### src/rtl/float_rounder_if.sv
// float_rounder_if: result-bundle handshake between arithmetic units, rounder and writeback
interface float_rounder_if;
  logic        valid_in;
  logic        ready_out;
  logic        valid_out;
  logic        ready_in;
  logic [23:0] man_in;
  logic [9:0]  exp_in;
  logic        sgn_in;
  logic        round_bit;
  logic        sticky_bit;
  logic        skip_round;
  logic        IV;
  logic [2:0]  rm;
  logic [31:0] float_out;
  logic [4:0]  fflags;
  modport master(
    output valid_in, man_in, exp_in, sgn_in, round_bit, sticky_bit, skip_round, IV, rm, ready_in,
    input  ready_out, valid_out, float_out, fflags
  );
  modport slave(
    input  valid_in, man_in, exp_in, sgn_in, round_bit, sticky_bit, skip_round, IV, rm, ready_in,
    output ready_out, valid_out, float_out, fflags
  );
endinterface

### src/rtl/float_rounder.sv
// float_rounder: denormalizes, rounds (RISC-V modes) and packs binary32 results with fflags
module float_rounder #(
  parameter int MAX_SHIFT = 25
) (
  input logic            clk,
  input logic            reset,
  input logic            flush,
  float_rounder_if.slave io
);
  typedef enum logic [1:0] {IDLE, SHIFT, ROUND, DONE} state_t;
  localparam logic signed [10:0] LIM = 11'(1 - MAX_SHIFT);
  state_t             state_q, state_d;
  logic [23:0]        man_q, man_d, man_r;
  logic signed [10:0] exp_q, exp_d, exp_r, exp_s, exp_x;
  logic               sgn_q, sgn_d, rnd_q, rnd_d, stk_q, stk_d, tiny_q, tiny_d;
  logic [2:0]         rm_q, rm_d;
  logic [31:0]        out_q, out_d;
  logic [4:0]         flg_q, flg_d;
  logic [24:0]        sum;
  logic               inc, nx, of, inf;
  assign io.ready_out = state_q == IDLE;
  assign io.valid_out = state_q == DONE;
  assign io.float_out = out_q;
  assign io.fflags    = flg_q;
  assign exp_x = {io.exp_in[9], io.exp_in};
  assign exp_s = exp_q + 11'sd1;
  assign nx    = rnd_q | stk_q;
  assign inc   = rm_q == 3'd0 ? rnd_q & (stk_q | man_q[0]) :
                 rm_q == 3'd2 ? sgn_q & nx :
                 rm_q == 3'd3 ? !sgn_q & nx :
                 rm_q == 3'd4 ? rnd_q : 1'b0;
  assign sum   = {1'b0, man_q} + {24'd0, inc};
  assign man_r = sum[24] ? sum[24:1] : sum[23:0];
  assign exp_r = exp_q + (sum[24] ? 11'sd1 : 11'sd0);
  assign of    = exp_r >= 11'sd255;
  assign inf   = rm_q == 3'd0 || rm_q == 3'd4 || (rm_q == 3'd3 && !sgn_q) || (rm_q == 3'd2 && sgn_q);
  always_comb begin
    state_d = state_q;
    man_d   = man_q;
    exp_d   = exp_q;
    sgn_d   = sgn_q;
    rnd_d   = rnd_q;
    stk_d   = stk_q;
    tiny_d  = tiny_q;
    rm_d    = rm_q;
    out_d   = out_q;
    flg_d   = flg_q;
    case (state_q)
      IDLE: if (io.valid_in) begin
        man_d  = io.man_in;
        exp_d  = exp_x;
        sgn_d  = io.sgn_in;
        rnd_d  = io.round_bit;
        stk_d  = io.sticky_bit;
        rm_d   = io.rm;
        tiny_d = 1'b0;
        if (io.skip_round) begin
          state_d = DONE;
          out_d   = {io.sgn_in, io.exp_in[7:0], io.man_in[22:0]};
          flg_d   = {io.IV, 4'b0};
        end else if (io.rm > 3'd4) begin
          state_d = DONE;
          out_d   = 32'h7fc00000;
          flg_d   = 5'b10000;
        end else if (exp_x <= 11'sd0 && |io.man_in) begin
          state_d = SHIFT;
          tiny_d  = 1'b1;
        end else begin
          state_d = ROUND;
        end
      end
      SHIFT: if (exp_q < LIM) begin
        stk_d   = |{man_q, rnd_q, stk_q};
        man_d   = '0;
        rnd_d   = 1'b0;
        exp_d   = 11'sd1;
        state_d = ROUND;
      end else begin
        stk_d   = stk_q | rnd_q;
        rnd_d   = man_q[0];
        man_d   = man_q >> 1;
        exp_d   = exp_s;
        state_d = exp_s == 11'sd1 ? ROUND : SHIFT;
      end
      ROUND: begin
        state_d = DONE;
        man_d   = man_r;
        exp_d   = exp_r;
        out_d   = of ? {sgn_q, inf ? 31'h7f800000 : 31'h7f7fffff}
                     : {sgn_q, man_r[23] ? exp_r[7:0] : 8'd0, man_r[22:0]};
        flg_d   = {2'b00, of, tiny_q & nx, nx | of};
      end
      DONE: state_d = io.ready_in ? IDLE : DONE;
    endcase
  end
  always_ff @(posedge clk) begin
    if (!reset || flush) begin
      state_q <= IDLE;
      man_q   <= '0;
      exp_q   <= '0;
      sgn_q   <= 1'b0;
      rnd_q   <= 1'b0;
      stk_q   <= 1'b0;
      tiny_q  <= 1'b0;
      rm_q    <= '0;
      out_q   <= '0;
      flg_q   <= '0;
    end else begin
      state_q <= state_d;
      man_q   <= man_d;
      exp_q   <= exp_d;
      sgn_q   <= sgn_d;
      rnd_q   <= rnd_d;
      stk_q   <= stk_d;
      tiny_q  <= tiny_d;
      rm_q    <= rm_d;
      out_q   <= out_d;
      flg_q   <= flg_d;
    end
  end
endmodule
### src/flat_wrapper.sv
// flat-port wrapper written by rule: the top's interface ports become plain ports
module float_rounder_flat 
#(
  parameter int MAX_SHIFT = 25
)
  (clk, reset, flush, io_valid_in, io_man_in, io_exp_in, io_sgn_in, io_round_bit, io_sticky_bit, io_skip_round, io_IV, io_rm, io_ready_in, io_ready_out, io_valid_out, io_float_out, io_fflags);
  float_rounder_if io_i ();
  input logic clk;
  input logic reset;
  input logic flush;
  input wire logic [$bits(io_i.valid_in)-1:0] io_valid_in;
  input wire logic [$bits(io_i.man_in)-1:0] io_man_in;
  input wire logic [$bits(io_i.exp_in)-1:0] io_exp_in;
  input wire logic [$bits(io_i.sgn_in)-1:0] io_sgn_in;
  input wire logic [$bits(io_i.round_bit)-1:0] io_round_bit;
  input wire logic [$bits(io_i.sticky_bit)-1:0] io_sticky_bit;
  input wire logic [$bits(io_i.skip_round)-1:0] io_skip_round;
  input wire logic [$bits(io_i.IV)-1:0] io_IV;
  input wire logic [$bits(io_i.rm)-1:0] io_rm;
  input wire logic [$bits(io_i.ready_in)-1:0] io_ready_in;
  output wire logic [$bits(io_i.ready_out)-1:0] io_ready_out;
  output wire logic [$bits(io_i.valid_out)-1:0] io_valid_out;
  output wire logic [$bits(io_i.float_out)-1:0] io_float_out;
  output wire logic [$bits(io_i.fflags)-1:0] io_fflags;
  assign io_i.valid_in = io_valid_in;
  assign io_i.man_in = io_man_in;
  assign io_i.exp_in = io_exp_in;
  assign io_i.sgn_in = io_sgn_in;
  assign io_i.round_bit = io_round_bit;
  assign io_i.sticky_bit = io_sticky_bit;
  assign io_i.skip_round = io_skip_round;
  assign io_i.IV = io_IV;
  assign io_i.rm = io_rm;
  assign io_i.ready_in = io_ready_in;
  assign io_ready_out = io_i.ready_out;
  assign io_valid_out = io_i.valid_out;
  assign io_float_out = io_i.float_out;
  assign io_fflags = io_i.fflags;
  float_rounder #(.MAX_SHIFT(MAX_SHIFT)) u_core (.clk(clk), .reset(reset), .flush(flush), .io(io_i));
endmodule
### config.mk
export PLATFORM = sky130hd
export DESIGN_NAME = float_rounder_flat
export DESIGN_NICKNAME = d
export VERILOG_FILES = /design/src/rtl/float_rounder_if.sv /design/src/rtl/float_rounder.sv /design/src/flat_wrapper.sv
export SDC_FILE = /design/constraint.sdc
export NUM_CORES = 1
export LEC_CHECK = 0
export CORE_MARGIN = 2
export CORE_UTILIZATION = 59
export DETAILED_ROUTE_END_ITERATION = 10
export PLACE_DENSITY = 0.87
export SLEW_MARGIN = 30
export SYNTH_ARGS = -nofsm -noshare
export SYNTH_HDL_FRONTEND = slang
export SYNTH_SLANG_ARGS = --single-unit
### constraint.sdc
create_clock -name clk -period 7.6 [get_ports clk]
set_clock_uncertainty 0.1 [all_clocks]
set_input_delay 1.52 -clock clk [delete_from_list [all_inputs] [get_ports clk]]
set_output_delay 1.52 -clock clk [all_outputs]
set_load 0.02 [all_outputs]
# == Yosys cells after proc, flatten, opt, wreduce, memory -nomap -nowiden ==
# Cells that the tools add are included.
# word_totals
regBits,81
in_bits,47
word_cells,93
# classes
addsub,3
n_lt_le_gt_ge,4
n_eq_ne,9
n_mux,40
n_bitwise,7
n_reduce_logical,20
# ops
operator,n
2-to-1 mux 32 bit,3
2-to-1 mux 24 bit,3
one-hot mux 24 bit (3 select lines),1
one-hot mux 32 bit (2 select lines),1
one-hot mux 11 bit (3 select lines),1
2-to-1 mux 31 bit,1
OR reduction 26 bit,1
adder 24 x 1 -> 25 bit,1
OR reduction 24 bit,1
2-to-1 mux 23 bit,1
2-to-1 mux 11 bit,2
2-to-1 mux 5 bit,3
2-to-1 mux 2 bit,7
2-to-1 mux 1 bit,12
adder 11 bit,1
"adder 11 x 2 -> 11 bit, second input constant",1
"equality test 11 x 2 -> 1 bit, second input constant",1
">= comparator 11 x 9 -> 1 bit, second input constant",1
"< comparator 11 x 6 -> 1 bit, second input constant",1
"less-or-equal comparator 10 x 1 -> 1 bit, second input constant",1
one-hot mux 5 bit (2 select lines),1
2-to-1 mux 8 bit,1
one-hot mux 2 bit (4 select lines),1
"equality test 3 x 2 -> 1 bit, second input constant",2
18 further kinds,34

# == Longest topological paths before layout ==
# logic_depth
depth_word,11
depth_mapped,18
ltp_nobuf,17

# == Least setup slack after synthesis ==
# No wires, ideal clock.
# synth_path
kind,register to register
startpoint,register u_core.rm_q[1]
endpoint,"register u_core.out_q[11], in the netlist u_core.io.float_out[11]"
setup_ns,0.074
arrival_ns,3.959
path_slack_ns,3.467
stages_incl_launch_ff,18
path_buffers,1
period_less_slack_ns,4.133
cell_sequence,dfxtp_1 > nor4bb_1 > nor2_1 > nor3_1 > ha_1 > ha_1 > and3_1 > nand2_1 > nor4_1 > ha_1 > ha_1 > nand4_1 > or4_1 > nand3_1 > a21oi_1 > buf_2 > or4_1 > a31oi_1
# synth_via
elab_chain_len,11
elab_cells_between_ends,21
cone_classes,add/sub (2); order compare (1); eq/ne (3); mux (9); reduce/logical (6)
# synth_lines
item,line_no,source
from (decl),float_rounder.sv:16,"logic [2:0] rm_q, rm_d;"
from (signal assigned),float_rounder.sv:116,rm_q <= rm_d;
equality test 3 bit,"float_rounder.sv:31, float_rounder.sv:36",
2-to-1 mux 1 bit,float_rounder.sv:31,rm_q == 3'd4 ? rnd_q : 1'b0;
2-to-1 mux 1 bit,float_rounder.sv:30,rm_q == 3'd3 ? !sgn_q & nx :
2-to-1 mux 1 bit,float_rounder.sv:29,rm_q == 3'd2 ? sgn_q & nx :
2-to-1 mux 1 bit,float_rounder.sv:28,assign inc = rm_q == 3'd0 ? rnd_q & (stk_q | man_q[0]) :
adder 24 x 1 -> 25 bit,float_rounder.sv:32,"assign sum = {1'b0, man_q} + {24'd0, inc};"
2-to-1 mux 1 bit,float_rounder.sv:34,assign exp_r = exp_q + (sum[24] ? 11'sd1 : 11'sd0);
adder 11 bit,float_rounder.sv:34,
>= comparator 11 x 9 -> 1 bit,float_rounder.sv:35,assign of = exp_r >= 11'sd255;
2-to-1 mux 31 bit (*),float_rounder.sv:89,"out_d = of ? {sgn_q, inf ? 31'h7f800000 : 31'h7f7fffff}"
one-hot mux 32 bit (2 select lines) (*),float_rounder.sv:48,case (state_q)
to (signal assigned),float_rounder.sv:117,out_q <= out_d;
to (decl),float_rounder.sv:17,"logic [31:0] out_q, out_d;"
# Every way passes the cells marked *; elsewhere a longest branch is shown, timed or not.
# A chain may end at the register's enable or synchronous reset.

# == Final worst setup path ==
# layout_path
startpoint,register u_core.rm_q[1]
endpoint,"register u_core.out_q[23], in the netlist u_core.io.float_out[23]"
# layout_via
elab_chain_len,11
elab_cells_between_ends,22
cone_classes,add/sub (2); order compare (1); eq/ne (3); mux (10); reduce/logical (6)
# layout_lines
item,line_no
equality test 3 bit,"float_rounder.sv:31, float_rounder.sv:36"
2-to-1 mux 1 bit,float_rounder.sv:31
2-to-1 mux 1 bit,float_rounder.sv:30
2-to-1 mux 1 bit,float_rounder.sv:29
2-to-1 mux 1 bit,float_rounder.sv:28
adder 24 x 1 -> 25 bit,float_rounder.sv:32
2-to-1 mux 1 bit,float_rounder.sv:34
adder 11 bit,float_rounder.sv:34
>= comparator 11 x 9 -> 1 bit or 2-to-1 mux 8 bit (tied branches),"float_rounder.sv:35, float_rounder.sv:90"
2-to-1 mux 31 bit (*),float_rounder.sv:89
one-hot mux 32 bit (2 select lines) (*),float_rounder.sv:48
# Marked as above.

==> results_dict.tcl <==
set metrics [dict create \
    io_buffers 84 \
    numCtsBuffers 9 \
    maxCapViolCount 0 \
    cts_root_buffer "clkbuf_8" \
    drt-initial-drc-count 820 \
    grt-ovfl-total 0 \
    slowest_stage "a21o_1" \
    cpMostUsedCell "ha_1" \
    swShare 0.359 \
    hold_viol 0 \
    place_congestion 0.986 \
    grt_max_degree 48 \
    worstMarginPinSlew_ns 0.958 \
    pwr-share-clk 0.307 \
    antenna_left 0 \
    cp.arrival_ns 5.59 \
    layout.cells.non_filler 887 \
    grt_first_pass_wirelength_mm 31.0 \
    syn-cell-area_mm2 0.00546 \
    worst_slack_ns 2.16 \
    core_area_mm2 0.00911 \
    cts_tree "done" \
    clk_latency_ns 0.36 \
    max_freq_ghz 0.184 \
    drt-pass1-iter-count 8 \
    slew_headroom 0.359 \
    cts_resized 0 \
    fin_crit_ns 5.44 \
    ios 86 \
    crit_path_start_kind "flop" \
    layout.cells.most_common "clkdlybuf4s50_1" \
    layout_common_cells "clkdlybuf4s50_1 (84), nand2_1 (83), dfxtp_1 (80)" \
    p_int_mw 0.728 \
    rr_worst_depth 16 \
    synth_edf_count 0 \
    syn_inst 744 \
    vias 6430 \
    async_flop_share 0 \
    dp.cells 871 \
    r2r-start "u_core.rm_q[1]$_SDFFE_PP0P_" \
    finalWirelength_mm 19.7 \
    nets 828 \
    ys_seq_area_frac 0.293 \
    synth_ff_type "dfxtp_1" \
    busiest_layer "met2" \
    critPathCapture "u_core.io.float_out[23]$_SDFFE_PP0P_" \
    met3_usage 0.0585 \
    r2r_end "u_core.io.float_out[23]$_SDFFE_PP0P_" \
    syn_to_final_growth_pct 18.0 \
    die_y_um 100 \
    post_cts_buffers 0 \
    p_sw_mw 0.407 \
    yosys_warnings 0 \
    route.detailed.drc 0 \
    clock_sinks 80 \
    crit_fanout 21 \
    rsz0062_at_grt "false" \
    comb_power_share 0.268 \
    htree_levels 3 \
    initial_utilization 0.599 \
    syn_area_per_cell_um2 7.34 \
    dieArea_mm2 0.0100 \
    dp_worst_setup_slack_ns 2.38 \
    status "finished clean" \
    r2r_setup_slack_ns 2.16 \
    hp-class "reg -> reg" \
    use_met2 0.634 \
    pwr_density_cell_mw_per_mm2 176 \
    clk_pin_slew_ns 0.09 \
    dpl-instance-area_mm2 0.00623 \
    cts-root-to-sink-buffers 2 \
    grt_usage 0.390 \
    grt_pass1_vias 6035 \
    place_hpwl_mm 13.5 \
    die_width_um 100 \
    cts_hold_buffers 0 \
    grt_util_met1 0.480 \
    via_per_inst 7.25 \
    finalCritPeriodShare 0.715 \
    antenna_found_initial 0 \
    syn-num-nets 801 \
    cp_cell_sequence "nor4bb_1 > nor2_1 > nor3_1 > ha_1 > ha_1 > and3_1 > nand2_1 > nor4_1 > ha_1 > ha_1 > nand4_1 > or4_1 > nand3_1 > a21o_1 > nor2_1 > a2111oi_0" \
    holdWs_ns 0.365 \
    rows 35 \
    startpoint "u_core.rm_q[1]$_SDFFE_PP0P_" \
    seq_power_share 0.425 \
    cp.required_ns 7.75 \
    peakVddDrop_mv 0.117 \
    critical_path_class "reg -> reg" \
    cp-end-kind "flop" \
    ys_ff_latch 80 \
    setup-violations-final 0 \
    diodes 0 \
    synth_cell_types 64 \
    leakage_nw 2.09 \
    stdcell_area_mm2 0.00644 \
    critPathMaxStageDelay_ns 0.72 \
    drive_above_1_share 0.0490 \
    wire_per_inst_um 22.3 \
    drv_slew 0 \
    tns_ns 0 \
]
-- logic make-up after synthesis --
group | count (synthesis) | share of synthesized area
and+or+nand+nor | 254 | 0.233
muxes | 4 | 0.00779
AOI/OAI and AO/OA | 275 | 0.328
adders and majority gates | 10 | 0.0229
xor gates and xnor gates | 29 | 0.0465
other | 1 | 0.000687
buffers and inverters | 91 | 0.0676
DFF | 80 | 0.293
-- worst max-delay path: cells and delay by family (launching register included) --
family                   cells  cell delay, ns
AO/OA/AOI/OAI                2            1.11
AND/OR/NAND/NOR             10            2.63
flip-flops                   1            0.41
adder cells (fa/ha/maj)      4            1.06
-- cell usage after synthesis, types with 6 or more instances --
master / number / area [um^2]
ha_1: 10 / 125
a22oi_1: 9 / 67.6
nor2_1: 36 / 135
a221oi_1: 14 / 123
a221o_1: 6 / 60.1
buf_2: 17 / 85.1
xor2_1: 16 / 140
nor3_1: 20 / 100
nand4_1: 15 / 93.8
clkbuf_1: 51 / 191
xnor2_1: 13 / 114
nand3_1: 26 / 130
a21o_1: 6 / 45.0
o21ai_0: 70 / 350
dfxtp_1: 80 / 1600
o211ai_1: 17 / 128
inv_1: 13 / 48.8
a31oi_1: 25 / 156
o221ai_1: 10 / 87.6
a32oi_1: 6 / 52.6
nand2_1: 83 / 312
nor4_1: 23 / 144
a21oi_1: 65 / 325
or3_1: 11 / 68.8
buf_1: 7 / 26.3
or4_1: 8 / 60.1
-- registers in the layout (all words and copies together), names as in the netlist --
register	flops
u_core.exp_q	11
u_core.io.fflags	4
u_core.io.float_out	32
u_core.man_q	24
u_core.rm_q	3
u_core.rnd_q	1
u_core.sgn_q	1
u_core.state_q	2
u_core.stk_q	1
u_core.tiny_q	1
-- final cells by class --
| cell class | count | area (um^2) |
|---|---|---|
| Inverter | 13 | 48.8 |
| Multi-Input combinational cell | 573 | 3520 |
| Timing Repair Buffer | 94 | 916 |
| Tap cell | 111 | 139 |
| Clock buffer | 11 | 151 |
| Clock inverter | 5 | 62.6 |
| Sequential cell | 80 | 1600 |
| Fill cell | 805 | 2670 |
-- worst min path at each step --
stage,slack [ns],end,depth (start not counted),from
after floorplan,0.36,u_core.tiny_q$_SDFFE_PP0P_,2,u_core.tiny_q$_SDFFE_PP0P_
after global placement,0.34,u_core.io.fflags[0]$_SDFFE_PP0P_,2,u_core.io.fflags[0]$_SDFFE_PP0P_
after detailed placement,0.36,u_core.io.fflags[0]$_SDFFE_PP0P_,2,u_core.io.fflags[0]$_SDFFE_PP0P_
after CTS,0.37,u_core.io.fflags[0]$_SDFFE_PP0P_,2,u_core.io.fflags[0]$_SDFFE_PP0P_
after global routing,0.40,u_core.io.fflags[0]$_SDFFE_PP0P_,2,u_core.io.fflags[0]$_SDFFE_PP0P_
final,0.37,u_core.io.fflags[1]$_SDFFE_PP0P_,2,u_core.io.fflags[1]$_SDFFE_PP0P_
-- stage by stage --
stage	util	total power, mW
final	0.707	1.14
after global routing	0.707	1.18
after CTS	0.707	1.12
after detailed placement	0.684	0.781
after global placement	0.682	0.774
after floorplan	-	0.666
-- metal layers --
metal | part of all wire | wire length (um)
met5 | 0 | 0
met4 | 0.058 | 1140
met3 | 0.11 | 2100
met2 | 0.46 | 9170
met1 | 0.37 | 7330
-- power by group through the flow --
| stage | Clock, mW | Sequential [mW] | Combinational, mW |
|---|---|---|---|
| floorplan | 0 | 0.476 | 0.190 |
| global placement | 0 | 0.489 | 0.285 |
| detailed placement | 0 | 0.490 | 0.292 |
| CTS | 0.349 | 0.480 | 0.294 |
| global route | 0.366 | 0.485 | 0.324 |
| finish | 0.349 | 0.482 | 0.305 |
(Power assumes the default switching activity.)
